`src/rtl/tour_cmd_seq_if.sv`:
```
// ---------------------------------------------------------------------------
// tour_cmd_seq_if
// Bundles the tour sequencer's handshake and command signals.
//   slave  modport : used by tour_cmd_seq (the sequencer itself)
//   master modport : used by the surrounding logic / testbench
// Signals:
//   start_tour   : one-cycle pulse, tour solution ready
//   move         : one-hot move read from tour memory at mv_indx
//   mv_indx      : index of the current move
//   cmd_UART     : command from the UART wrapper
//   cmd_rdy_UART : UART command valid
//   cmd          : command presented to cmd_proc
//   cmd_rdy      : command valid to cmd_proc
//   clr_cmd_rdy  : cmd_proc has consumed cmd
//   send_resp    : cmd_proc finished the current command
//   resp         : response byte for the UART transmitter
//   tour_busy    : high while a tour is executing
//   tour_err     : one-cycle pulse on an illegal (zero) move
// ---------------------------------------------------------------------------
interface tour_cmd_seq_if;
  logic        start_tour;
  logic [7:0]  move;
  logic [4:0]  mv_indx;
  logic [15:0] cmd_UART;
  logic        cmd_rdy_UART;
  logic [15:0] cmd;
  logic        cmd_rdy;
  logic        clr_cmd_rdy;
  logic        send_resp;
  logic [7:0]  resp;
  logic        tour_busy;
  logic        tour_err;

  modport slave (
    input  start_tour, move, cmd_UART, cmd_rdy_UART, clr_cmd_rdy, send_resp,
    output mv_indx, cmd, cmd_rdy, resp, tour_busy, tour_err
  );

  modport master (
    output start_tour, move, cmd_UART, cmd_rdy_UART, clr_cmd_rdy, send_resp,
    input  mv_indx, cmd, cmd_rdy, resp, tour_busy, tour_err
  );
endinterface

```
`src/rtl/tour_cmd_seq.sv`:
```
// ---------------------------------------------------------------------------
// tour_cmd_seq
// Turns a stored knight's tour into motion commands for cmd_proc. Each move
// becomes a vertical plain-move command followed by a horizontal
// move-with-fanfare command. With no tour running, the UART command path is
// passed straight through, so this block is also the command mux in front of
// cmd_proc.
// Ports:
//   clk : system clock
//   rst : synchronous active-high reset
//   bus : tour_cmd_seq_if.slave (handshake, move fetch, command and response)
// ---------------------------------------------------------------------------
module tour_cmd_seq #(
  parameter int         NUM_MOVES   = 24,
  parameter logic [3:0] OPC_MOVE    = 4'h2,
  parameter logic [3:0] OPC_FANFARE = 4'h3
) (
  input  logic          clk,
  input  logic          rst,
  tour_cmd_seq_if.slave bus
);

  typedef enum logic [2:0] {
    IDLE   = 3'd0,
    VERT   = 3'd1,
    HOLD_V = 3'd2,
    HORZ   = 3'd3,
    HOLD_H = 3'd4
  } state_t;

  localparam logic [7:0] HDG_N     = 8'h00;
  localparam logic [7:0] HDG_W     = 8'h3F;
  localparam logic [7:0] HDG_S     = 8'h7F;
  localparam logic [7:0] HDG_E     = 8'hBF;
  localparam logic [7:0] RESP_DONE = 8'hA5;
  localparam logic [7:0] RESP_ACK  = 8'h5A;
  localparam logic [4:0] LAST_IDX  = 5'(NUM_MOVES - 1);

  // Decodes a move into {vert heading, |dy|, horiz heading, |dx|}.
  // casez gives priority to the lowest set bit, so multi-hot moves resolve
  // to their lowest bit. A zero move decodes to all zeros.
  function automatic logic [23:0] decode_move(input logic [7:0] mv);
    logic [23:0] d;
    casez (mv)
      8'b???????1: d = {HDG_N, 4'd2, HDG_E, 4'd1};  // (+1,+2)
      8'b??????10: d = {HDG_N, 4'd2, HDG_W, 4'd1};  // (-1,+2)
      8'b?????100: d = {HDG_N, 4'd1, HDG_W, 4'd2};  // (-2,+1)
      8'b????1000: d = {HDG_S, 4'd1, HDG_W, 4'd2};  // (-2,-1)
      8'b???10000: d = {HDG_S, 4'd2, HDG_W, 4'd1};  // (-1,-2)
      8'b??100000: d = {HDG_S, 4'd2, HDG_E, 4'd1};  // (+1,-2)
      8'b?1000000: d = {HDG_S, 4'd1, HDG_E, 4'd2};  // (+2,-1)
      8'b10000000: d = {HDG_N, 4'd1, HDG_E, 4'd2};  // (+2,+1)
      default:     d = 24'h000000;
    endcase
    return d;
  endfunction

  state_t      r_state;
  logic [4:0]  r_mv_indx;
  logic        r_tour_busy;
  logic        r_tour_err;
  logic [15:0] r_cmd_hold;  // command captured at clr_cmd_rdy, shown in HOLD_*

  logic [23:0] w_dec;
  logic [15:0] w_vert_cmd;
  logic [15:0] w_horz_cmd;
  logic        w_move_zero;
  logic        w_last_move;
  logic [15:0] w_cmd;
  logic        w_cmd_rdy;
  logic [7:0]  w_resp;

  assign w_dec       = decode_move(bus.move);
  assign w_vert_cmd  = {OPC_MOVE, w_dec[23:12]};
  assign w_horz_cmd  = {OPC_FANFARE, w_dec[11:0]};
  assign w_move_zero = (bus.move == 8'h00);
  assign w_last_move = (r_mv_indx == LAST_IDX);

  // Tour sequencing FSM: walks VERT/HOLD_V/HORZ/HOLD_H once per move.
  always_ff @(posedge clk) begin
    if (rst) begin
      r_state     <= IDLE;
      r_mv_indx   <= 5'd0;
      r_tour_busy <= 1'b0;
      r_tour_err  <= 1'b0;
      r_cmd_hold  <= 16'h0000;
    end else begin
      r_tour_err <= 1'b0;
      case (r_state)
        IDLE: begin
          if (bus.start_tour) begin
            r_state     <= VERT;
            r_mv_indx   <= 5'd0;
            r_tour_busy <= 1'b1;
          end
        end
        VERT: begin
          // An empty move slot means the stored tour is broken: abort.
          if (w_move_zero) begin
            r_state     <= IDLE;
            r_mv_indx   <= 5'd0;
            r_tour_busy <= 1'b0;
            r_tour_err  <= 1'b1;
          end else if (bus.clr_cmd_rdy) begin
            r_cmd_hold <= w_vert_cmd;
            r_state    <= HOLD_V;
          end
        end
        HOLD_V: begin
          if (bus.send_resp) begin
            r_state <= HORZ;
          end
        end
        HORZ: begin
          if (bus.clr_cmd_rdy) begin
            r_cmd_hold <= w_horz_cmd;
            r_state    <= HOLD_H;
          end
        end
        HOLD_H: begin
          if (bus.send_resp) begin
            if (w_last_move) begin
              r_state     <= IDLE;
              r_mv_indx   <= 5'd0;
              r_tour_busy <= 1'b0;
            end else begin
              r_state   <= VERT;
              r_mv_indx <= r_mv_indx + 5'd1;
            end
          end
        end
        default: begin
          r_state     <= IDLE;
          r_mv_indx   <= 5'd0;
          r_tour_busy <= 1'b0;
        end
      endcase
    end
  end

  // Command mux and response byte. Kept combinational so the UART path is
  // transparent in IDLE and resp is valid in the same cycle as send_resp.
  always_comb begin
    w_cmd     = bus.cmd_UART;
    w_cmd_rdy = bus.cmd_rdy_UART;
    w_resp    = RESP_DONE;
    case (r_state)
      IDLE: begin
        w_cmd     = bus.cmd_UART;
        w_cmd_rdy = bus.cmd_rdy_UART;
        w_resp    = RESP_DONE;
      end
      VERT: begin
        w_cmd     = w_vert_cmd;
        w_cmd_rdy = ~w_move_zero;
        w_resp    = RESP_DONE;
      end
      HOLD_V: begin
        w_cmd     = r_cmd_hold;
        w_cmd_rdy = 1'b0;
        w_resp    = RESP_ACK;
      end
      HORZ: begin
        w_cmd     = w_horz_cmd;
        w_cmd_rdy = 1'b1;
        w_resp    = RESP_DONE;
      end
      HOLD_H: begin
        w_cmd     = r_cmd_hold;
        w_cmd_rdy = 1'b0;
        if (w_last_move) begin
          w_resp = RESP_DONE;
        end else begin
          w_resp = RESP_ACK;
        end
      end
      default: begin
        w_cmd     = bus.cmd_UART;
        w_cmd_rdy = bus.cmd_rdy_UART;
        w_resp    = RESP_DONE;
      end
    endcase
  end

  assign bus.cmd       = w_cmd;
  assign bus.cmd_rdy   = w_cmd_rdy;
  assign bus.resp      = w_resp;
  assign bus.mv_indx   = r_mv_indx;
  assign bus.tour_busy = r_tour_busy;
  assign bus.tour_err  = r_tour_err;

endmodule

```
`src/flat_wrapper.sv`:
```
// flat-port wrapper written by rule: the top's interface ports become plain ports
module tour_cmd_seq_flat 
#(
  parameter int         NUM_MOVES   = 24,
  parameter logic [3:0] OPC_MOVE    = 4'h2,
  parameter logic [3:0] OPC_FANFARE = 4'h3
)
  (clk, rst, bus_start_tour, bus_move, bus_cmd_UART, bus_cmd_rdy_UART, bus_clr_cmd_rdy, bus_send_resp, bus_mv_indx, bus_cmd, bus_cmd_rdy, bus_resp, bus_tour_busy, bus_tour_err);
  tour_cmd_seq_if bus_i ();
  input  logic clk;
  input  logic rst;
  input wire logic [$bits(bus_i.start_tour)-1:0] bus_start_tour;
  input wire logic [$bits(bus_i.move)-1:0] bus_move;
  input wire logic [$bits(bus_i.cmd_UART)-1:0] bus_cmd_UART;
  input wire logic [$bits(bus_i.cmd_rdy_UART)-1:0] bus_cmd_rdy_UART;
  input wire logic [$bits(bus_i.clr_cmd_rdy)-1:0] bus_clr_cmd_rdy;
  input wire logic [$bits(bus_i.send_resp)-1:0] bus_send_resp;
  output wire logic [$bits(bus_i.mv_indx)-1:0] bus_mv_indx;
  output wire logic [$bits(bus_i.cmd)-1:0] bus_cmd;
  output wire logic [$bits(bus_i.cmd_rdy)-1:0] bus_cmd_rdy;
  output wire logic [$bits(bus_i.resp)-1:0] bus_resp;
  output wire logic [$bits(bus_i.tour_busy)-1:0] bus_tour_busy;
  output wire logic [$bits(bus_i.tour_err)-1:0] bus_tour_err;
  assign bus_i.start_tour = bus_start_tour;
  assign bus_i.move = bus_move;
  assign bus_i.cmd_UART = bus_cmd_UART;
  assign bus_i.cmd_rdy_UART = bus_cmd_rdy_UART;
  assign bus_i.clr_cmd_rdy = bus_clr_cmd_rdy;
  assign bus_i.send_resp = bus_send_resp;
  assign bus_mv_indx = bus_i.mv_indx;
  assign bus_cmd = bus_i.cmd;
  assign bus_cmd_rdy = bus_i.cmd_rdy;
  assign bus_resp = bus_i.resp;
  assign bus_tour_busy = bus_i.tour_busy;
  assign bus_tour_err = bus_i.tour_err;
  tour_cmd_seq #(.NUM_MOVES(NUM_MOVES), .OPC_MOVE(OPC_MOVE), .OPC_FANFARE(OPC_FANFARE)) u_core (.clk(clk), .rst(rst), .bus(bus_i));
endmodule
```
`config.mk`:
```
export PLATFORM = sky130hd
export DESIGN_NAME = tour_cmd_seq_flat
export DESIGN_NICKNAME = d
export VERILOG_FILES = /design/src/rtl/tour_cmd_seq_if.sv /design/src/rtl/tour_cmd_seq.sv /design/src/flat_wrapper.sv
export SDC_FILE = /design/constraint.sdc
export NUM_CORES = 1
export LEC_CHECK = 0
export ABC_AREA = 1
export CAP_MARGIN = 15
export CORE_MARGIN = 1
export CORE_UTILIZATION = 35
export CTS_CLUSTER_SIZE = 14
export DETAILED_ROUTE_END_ITERATION = 8
export HOLD_SLACK_MARGIN = 0.15
export PLACE_DENSITY = 0.7
export SLEW_MARGIN = 20
export SYNTH_ARGS = -nofsm -noshare
export SYNTH_HDL_FRONTEND = slang
export SYNTH_SLANG_ARGS = --single-unit
```
`constraint.sdc`:
```
create_clock -name clk -period 2.95 [get_ports clk]
set_clock_uncertainty 0.1 [all_clocks]
set_input_delay 0.295 -clock clk [delete_from_list [all_inputs] [get_ports clk]]
set_output_delay 0.295 -clock clk [all_outputs]
set_load 0.02 [all_outputs]
```
Yosys cells after proc, flatten, opt, wreduce, memory -nomap -nowiden:

Index checks and enable logic that the tools add are counted.

* register bits: 26
* logic and storage cells: 68

* add/subtract/negate cells: 1
* eq/ne operators: 21
* mux-type cells: 28
* bitwise operators: 3
* reduce and logical (&&, ||, !) cells: 10

Operators with widths (count)
* $pmux 23 s8: 1
* $mux 16: 3
* $pmux 16 s3: 1
* $pmux 16 s2: 1
* $mux 5: 4
* $pmux 5 s4: 1
* $mux 3: 6
* $pmux 8 s2: 1
* $pmux 3 s5: 1
* $ne 2x2->1 const B: 6
* $eq 5x5->1 const B: 2
* $reduce_and 5->1: 2
* $eq 8x8->1 const B: 1
* $logic_not 8->1: 1
* $mux 8: 1
* $reduce_and 4->1: 2
* $eq 7x7->1 const B: 1
* $eq 3x2->1 const B: 2
* $eq 3x3->1 const B: 2
* $eq 6x6->1 const B: 1
* $mux 1: 6
* $reduce_or 2->1: 3
* $add 5x1->5 const B: 1
* $eq 4x4->1 const B: 1
* 9 further kinds: 12

Depth between registers and ports, before layout:

Gate-level depths: netlist of the first run.

* depth in word-level cells: 5
* mapped depth: 10
* gate-level depth less buffers: 10

Worst setup path after synthesis of the first run:

Ideal clock, no wire load.

* path kind: register to output
* start: register u_core.r_mv_indx[0] (netlist: u_core.bus.mv_indx[0])
* end: output port bus_resp[2]
* arrival: 1645 ps
* required time: 2555 ps
* path slack: 910 ps
* cell stages (with the launch flop): 9
* path buffers: 1
* cell sequence: dfxtp_1 ha_1 nand2_1 nor2_1 nand2_1 nand2_1 nand2_1 inv_1 buf_4

* word-level cells in the longest chain between the ends: 3

RTL lines
* from (decl): RTL line tour_cmd_seq.sv:59 `logic [4:0] r_mv_indx;`
* from (signal assigned): RTL line tour_cmd_seq.sv:128 `r_mv_indx <= r_mv_indx + 5'd1;`
* $eq 5x5->1: RTL line tour_cmd_seq.sv:77 `assign w_last_move = (r_mv_indx == LAST_IDX);`
* $mux 8: RTL line tour_cmd_seq.sv:171 `if (w_last_move) begin`
* $pmux 8 s2: RTL line tour_cmd_seq.sv:147 `case (r_state)`
* to (decl): RTL line flat_wrapper.sv:21 `output wire logic [$bits(bus_i.resp)-1:0] bus_resp;`

No other way between the ends.

Final worst setup path of the first run:

* start: input port bus_move[0]
* end: output port bus_cmd[0]

* word-level cells in the longest chain between the ends: 3

RTL lines
* from (decl): RTL line flat_wrapper.sv:13 `input wire logic [$bits(bus_i.move)-1:0] bus_move;`
* $eq 8x8->1 (tied with other cells): RTL line tour_cmd_seq.sv:44 `casez (mv)`
* $pmux 23 s8 *: RTL line tour_cmd_seq.sv:44
* $pmux 16 s3 *: RTL line tour_cmd_seq.sv:147
* to (decl): RTL line flat_wrapper.sv:19 `output wire logic [$bits(bus_i.cmd)-1:0] bus_cmd;`

Every way passes the cells marked *; elsewhere a longest branch is shown, timed or not.

==> flow_summary.json, run 1 <==
{
  "pwr_density_cell_nw_per_um2": 970,
  "hold_path.class": "register to register",
  "status": "complete, no violations",
  "cts_sinks": 17,
  "finalSetupViolations": 0,
  "start_util_pct": 38.2,
  "ys_seq_area_share_pct": 25.7,
  "grt_pass1_vias": 1382,
  "ioPinCount": 62,
  "seq_power_share_pct": 18.6,
  "grt_usage_pct": 19.0,
  "synth_edf_count": 0,
  "cap_violations": 0,
  "postCtsSetupRepairBufs": 0,
  "ant_nets": 0,
  "crit_fanout": 6,
  "antenna_cells": 0,
  "drv_slew": 0,
  "die_x_um": 63.5,
  "syn_nets": 239,
  "tightestPinTransition_ns": 0.421,
  "avgRoutedWirePerCell_um": 11.1,
  "end_kind": "output pin",
  "dieArea_um2": 4040,
  "p_leak_nw": 0.879,
  "layout.nets": 296,
  "grt_overflow": 0,
  "cts_tree": "built",
  "drt_iter0_drc": 49,
  "synth_async_sr_flop_share_pct": 0,
  "gp_routability_congestion": 0.824,
  "p_sw_mw": 0.923,
  "p_sw_share_pct": 48.5,
  "vias": 1413,
  "critical_path_class": "primary input to output pin",
  "holdBufCountCts": 0,
  "h-tree-depth": 1,
  "required_ns": 2.56,
  "p_int_mw": 0.981,
  "synth_most_common_cell": "nand2_1",
  "combPwrFrac_pct": 72.2,
  "vias_per_cell": 4.56,
  "finalHoldViolCount": 0,
  "cp-start-kind": "primary input",
  "ir_drop_v": 0.000359,
  "cp.arrival_ns": 2.31,
  "layout-drive-gt1-share_pct": 11.0,
  "clk_path_buf_depth": 2,
  "fin_hold_ws_ns": 0.357,
  "die_h_um": 63.5,
  "first_pass_iters": 4,
  "ys.warnings.count": 0,
  "core_area_um2": 3470,
  "cts_resized": 0,
  "grt_max_degree": 13,
  "antenna_found_initial": 0,
  "slew_headroom_pct": 71.9,
  "grt_pass1_wl_um": 6140,
  "dp_hpwl_um": 2810,
  "pwr-share-clk_pct": 9.2,
  "synth_top_area_share_pct": 25.7,
  "synthCells": 208,
  "drt_drc_violations_left": 0,
  "cts-buffers-inserted": 3,
  "synth_flop_cell": "dfxtp_1",
  "fin_crit_sh_pct": 91.7,
  "drt-total-wl_um": 3430,
  "synth_cell_types": 32,
  "synth.top_cells.by_count": "nand2_1 (53), inv_1 (27), nor2_1 (27)",
  "synth_area_leader_cell": "dfxtp_1",
  "rsz0062_at_grt": "no",
  "max_freq_mhz": 370,
  "portBuffers": 61,
  "clk_latency_ns": 0.25,
  "rows": 21,
  "ys_ff_latch": 17,
  "syn-cell-area_um2": 1330,
  "finalCriticalPeriod_ns": 2.70,
  "setup_tns_ns": 0,
  "area_growth_pct": 48.2,
  "cts-root-buf": "clkbuf_8",
  "clk_pin_slew_ns": 0.07,
  "avgSynthCellArea_um2": 6.37,
  "synth_area_leaders": "dfxtp_1 (26%), nand2_1 (15%), inv_1 (7.6%)"
}
-- critical path, stage by stage --
cell and delay (ns):
clkdlybuf4s50_1 0.46, nor2_4 0.17, nand2_2 0.15, o21ai_0 0.34
nand2_1 0.12, o2111ai_1 0.13, clkdlybuf4s50_1 0.64
-- per-stage QoR --
step | total power [mW] | instances | util, % | cell area [um^2] | worst slack, ns
after global routing | 2.07 | 310 | 56.6 | 1960 | 0.104
after CTS | 1.92 | 310 | 56.6 | 1960 | 0.270
after floorplan | 1.26 | 208 | - | 1330 | 0.910
final | 1.90 | 310 | 56.6 | 1960 | 0.246
after global placement | 1.73 | 306 | 55.3 | 1920 | 0.313
after detailed placement | 1.74 | 306 | 55.3 | 1920 | 0.269
-- kinds of logic after synthesis --
family	count (synthesis)	synth area share, %
simple gates	118	43.8
xor+xnor	1	0.661
flops	17	25.7
fa+ha+maj	1	0.944
buf+inv	43	15.9
compound gates	28	13.0
-- path summary, 6_finish.rpt --
path | from | to | slack, ns | cells after the start
max reg2reg | u_core.bus.mv_indx[0]$_SDFFE_PP0P_ | u_core.r_state[0]$_SDFFE_PP0P_ | 1.28 | 10
max | bus_move[0] | bus_cmd[0] | 0.25 | 7
min | u_core.r_cmd_hold[13]$_SDFFE_PP0P_ | u_core.r_cmd_hold[13]$_SDFFE_PP0P_ | 0.36 | 2
min reg2reg | u_core.r_cmd_hold[13]$_SDFFE_PP0P_ | u_core.r_cmd_hold[13]$_SDFFE_PP0P_ | 0.36 | 2
-- flip-flops by register name (all words and copies together), names as in the netlist --
register	count
u_core.r_cmd_hold	7
u_core.bus.mv_indx	5
u_core.r_state	3
u_core.bus.tour_busy	1
u_core.bus.tour_err	1
-- placed cells by master, fill, tap and decap left out, types with 3 or more instances in the layout --
| master | count |
|---|---|
| clkbuf_8 | 3 |
| nor2_1 | 27 |
| inv_2 | 5 |
| nand2_2 | 3 |
| o21ai_0 | 8 |
| inv_1 | 27 |
| nor2_4 | 5 |
| nand2_1 | 53 |
| nand2_4 | 4 |
| clkdlybuf4s50_1 | 61 |
| a21oi_1 | 12 |
| nand3_1 | 16 |
| dfxtp_1 | 17 |
-- area by class of cell --
class,count,area [um^2]
fill,349,1510
tap,46,57.6
inverter,34,135
multi-input combinational,148,774
sequential,17,340
timing repair buffer,61,611
clock buffer,4,45.0
-- power groups by stage --
stage / Sequential (mW) / Clock (mW) / Combinational, mW
2_1_floorplan: 0.387 / 0 / 0.875
3_3_place_gp: 0.357 / 0 / 1.38
3_5_place_dp: 0.359 / 0 / 1.38
4_1_cts: 0.354 / 0.177 / 1.39
5_1_grt: 0.365 / 0.193 / 1.51
6_report: 0.353 / 0.175 / 1.38
-- layer usage --
| layer | share of wire (%) | wire (um) | vias to the layer above | track usage [%] |
|---|---|---|---|---|
| li1 | - | - | 760 | - |
| met1 | 48 | 1650 | 615 | 24.7 |
| met2 | 46 | 1590 | 36 | 31.1 |
| met3 | 5.3 | 182 | 2 | 4.71 |
| met4 | 0.17 | 6 | 0 | 4.26 |
| met5 | 0 | 0 | - | 0 |
(Power assumes the default switching activity.)
==> inputs of run 2 (changes only) <==
--- a/config.mk
+++ b/config.mk
@@ -7,12 +7,16 @@
 export LEC_CHECK = 0
 export ABC_AREA = 1
 export CAP_MARGIN = 15
+export CELL_PAD_IN_SITES_DETAIL_PLACEMENT = 0
+export CELL_PAD_IN_SITES_GLOBAL_PLACEMENT = 1
 export CORE_MARGIN = 1
-export CORE_UTILIZATION = 35
+export CORE_UTILIZATION = 29
+export CTS_BUF_LIST = sky130_fd_sc_hd__clkbuf_16
 export CTS_CLUSTER_SIZE = 14
 export DETAILED_ROUTE_END_ITERATION = 8
+export GPL_TIMING_DRIVEN = 0
 export HOLD_SLACK_MARGIN = 0.15
-export PLACE_DENSITY = 0.7
+export PLACE_DENSITY_LB_ADDON = 0.1
 export SLEW_MARGIN = 20
 export SYNTH_ARGS = -nofsm -noshare
 export SYNTH_HDL_FRONTEND = slang
==> run 2 against run 1 <==
  * Sequential power barely moved
  * Worst hold slack lost 0.18 ns
  * Global-route usage down 4.6 points
  * Final cell count rose by 4.2%
  * Highest routed layer unchanged
  * Register-to-register slack better by 0.04 ns
==> flow_summary.json, run 2 (same netlist as run 1, synthesis figures left out) <==
{
  "antenna_found_initial": 0,
  "cts-root-buf": "clkbuf_16",
  "antenna_cells": 0,
  "final_common_cell": "clkdlybuf4s50_1",
  "largest_reg_flops": 7,
  "combPwrFrac_pct": 69.6,
  "grt_max_degree": 11,
  "pwr_density_cell_nw_per_um2": 1000,
  "layout-drive-gt1-share_pct": 14.4,
  "end_kind": "output pin",
  "cts-buffers-inserted": 3,
  "drt_drc_violations_left": 0,
  "status": "complete, no violations",
  "clk_latency_ns": 0.25,
  "dieArea_um2": 4840,
  "cp.arrival_ns": 2.28,
  "avgRoutedWirePerCell_um": 10.3,
  "p_leak_nw": 0.935,
  "drt-total-wl_um": 3340,
  "first_pass_iters": 4,
  "h-tree-depth": 1,
  "ir_drop_v": 0.000466,
  "layout_common_cells": "clkdlybuf4s50_1 (59), nand2_1 (53), inv_1 (27), nor2_1 (27), dfxtp_1 (17)",
  "dp_hpwl_um": 2730,
  "finalHoldViolCount": 0,
  "hold_path.class": "primary input to register",
  "cap_violations": 0,
  "hold_end": "u_core.bus.mv_indx[2]$_SDFFE_PP0P_",
  "r2r_setup_slack_ns": 1.32,
  "rsz0062_at_grt": "no",
  "min_from": "rst",
  "start_util_pct": 30.2,
  "path_delay_family": "buffers and inverters",
  "regMostFlops": "u_core.r_cmd_hold",
  "grt_usage_pct": 14.4,
  "cts_resized": 0,
  "cts_tree": "built",
  "crit_slowest_cell": "clkdlybuf4s50_1",
  "r2r_end": "u_core.r_state[0]$_SDFFE_PP0P_",
  "required_ns": 2.56,
  "pwr-share-clk_pct": 13.2,
  "finalCriticalPeriod_ns": 2.68,
  "vias_per_cell": 4.38,
  "die_x_um": 69.6,
  "cp_cell_sequence": "clkdlybuf4s50_1 -> nor2_4 -> nand2_2 -> o21ai_0 -> nand2_1 -> o2111ai_1 -> clkdlybuf4s50_1",
  "fin_crit_sh_pct": 90.7,
  "nFillCells": 465,
  "grt_overflow": 0,
  "critical_path_class": "primary input to output pin",
  "rows": 24,
  "whs_path_depth": 2,
  "max_stage_delay_ns": 0.64,
  "gp_routability_congestion": 0.735,
  "clk_pin_slew_ns": 0.05,
  "worst-path-buf-inv": 2,
  "r2r_cells": 10,
  "setup_tns_ns": 0,
  "finalSetupViolations": 0,
  "drt_iter0_drc": 18,
  "crit_fanout": 6,
  "max_freq_mhz": 374,
  "crit_top_cell": "clkdlybuf4s50_1",
  "drv_slew": 0,
  "layout.nets": 303,
  "seq_power_share_pct": 17.2,
  "grt_pass1_vias": 1272,
  "clk_path_buf_depth": 2,
  "postCtsSetupRepairBufs": 0,
  "tightestPinTransition_ns": 0.323,
  "ant_nets": 0,
  "area_growth_pct": 55.5,
  "portBuffers": 59,
  "core_area_um2": 4380,
  "p_int_mw": 1.12,
  "vias": 1415,
  "p_sw_mw": 0.943,
  "holdBufCountCts": 0,
  "slew_headroom_pct": 78.3,
  "ioPinCount": 62,
  "die_h_um": 69.6,
  "place_area_um2": 1980,
  "grt_pass1_wl_um": 5650,
  "cts_sinks": 17,
  "p_sw_share_pct": 45.6,
  "cp-start-kind": "primary input",
  "reg2reg_from": "u_core.bus.mv_indx[0]$_SDFFE_PP0P_",
  "fin_area_um2": 2060
}
run 2: final cells by class:
type / instances / area, um^2 / share of cell area (%)
flip-flops and latches: 17 / 340 / 16.5
multi-input cells: 148 / 774 / 37.6
repair buffers: 59 / 591 / 28.7
plain buffers: 9 / 75.1 / 3.64
clock inverters: 1 / 5.00 / 0.243
clock buffers: 3 / 75.1 / 3.64
inverters: 34 / 135 / 6.56
well taps: 52 / 65.1 / 3.16
run 2: worst max path at each step:
stage	start	to	slack, ns	cells past startpoint
2_1_floorplan	u_core.bus.mv_indx[0]$_SDFFE_PP0P_	bus_resp[2]	0.91	8
3_3_place_gp	bus_move[0]	bus_cmd[0]	0.27	7
3_5_place_dp	bus_move[1]	bus_cmd[0]	0.28	7
4_1_cts	bus_move[1]	bus_cmd[0]	0.27	7
5_1_grt	bus_move[0]	bus_cmd[0]	0.11	7
6_report	bus_move[1]	bus_cmd[0]	0.27	7
run 2: per-stage QoR:
stage / cells / util, % / hold slack, ns / setup slack, ns / total power, mW
after floorplan: 208 / - / 0.333 / 0.910 / 1.26
after global placement: 319 / 45.2 / 0.347 / 0.275 / 1.81
after detailed placement: 319 / 45.2 / 0.352 / 0.277 / 1.81
after CTS: 323 / 47.0 / 0.176 / 0.273 / 2.09
after global routing: 323 / 47.0 / 0.183 / 0.108 / 2.23
final: 323 / 47.0 / 0.176 / 0.274 / 2.06
run 2: layer usage:
layer	routed length [um]	track usage, %	vias up	share of wire (%)
met5	0	0	-	0
met4	8	1.36	0	0.24
met3	181	4.07	2	5.4
met2	1450	23.4	39	43
met1	1700	19.5	591	51
li1	-	-	783	-
run 2: power by group through the flow:
stage	clock network, mW	logic (mW)	registers (mW)
final	0.273	1.44	0.354
after global routing	0.294	1.57	0.364
after CTS	0.284	1.46	0.354
after detailed placement	0	1.45	0.359
after global placement	0	1.45	0.358
after floorplan	0	0.875	0.387
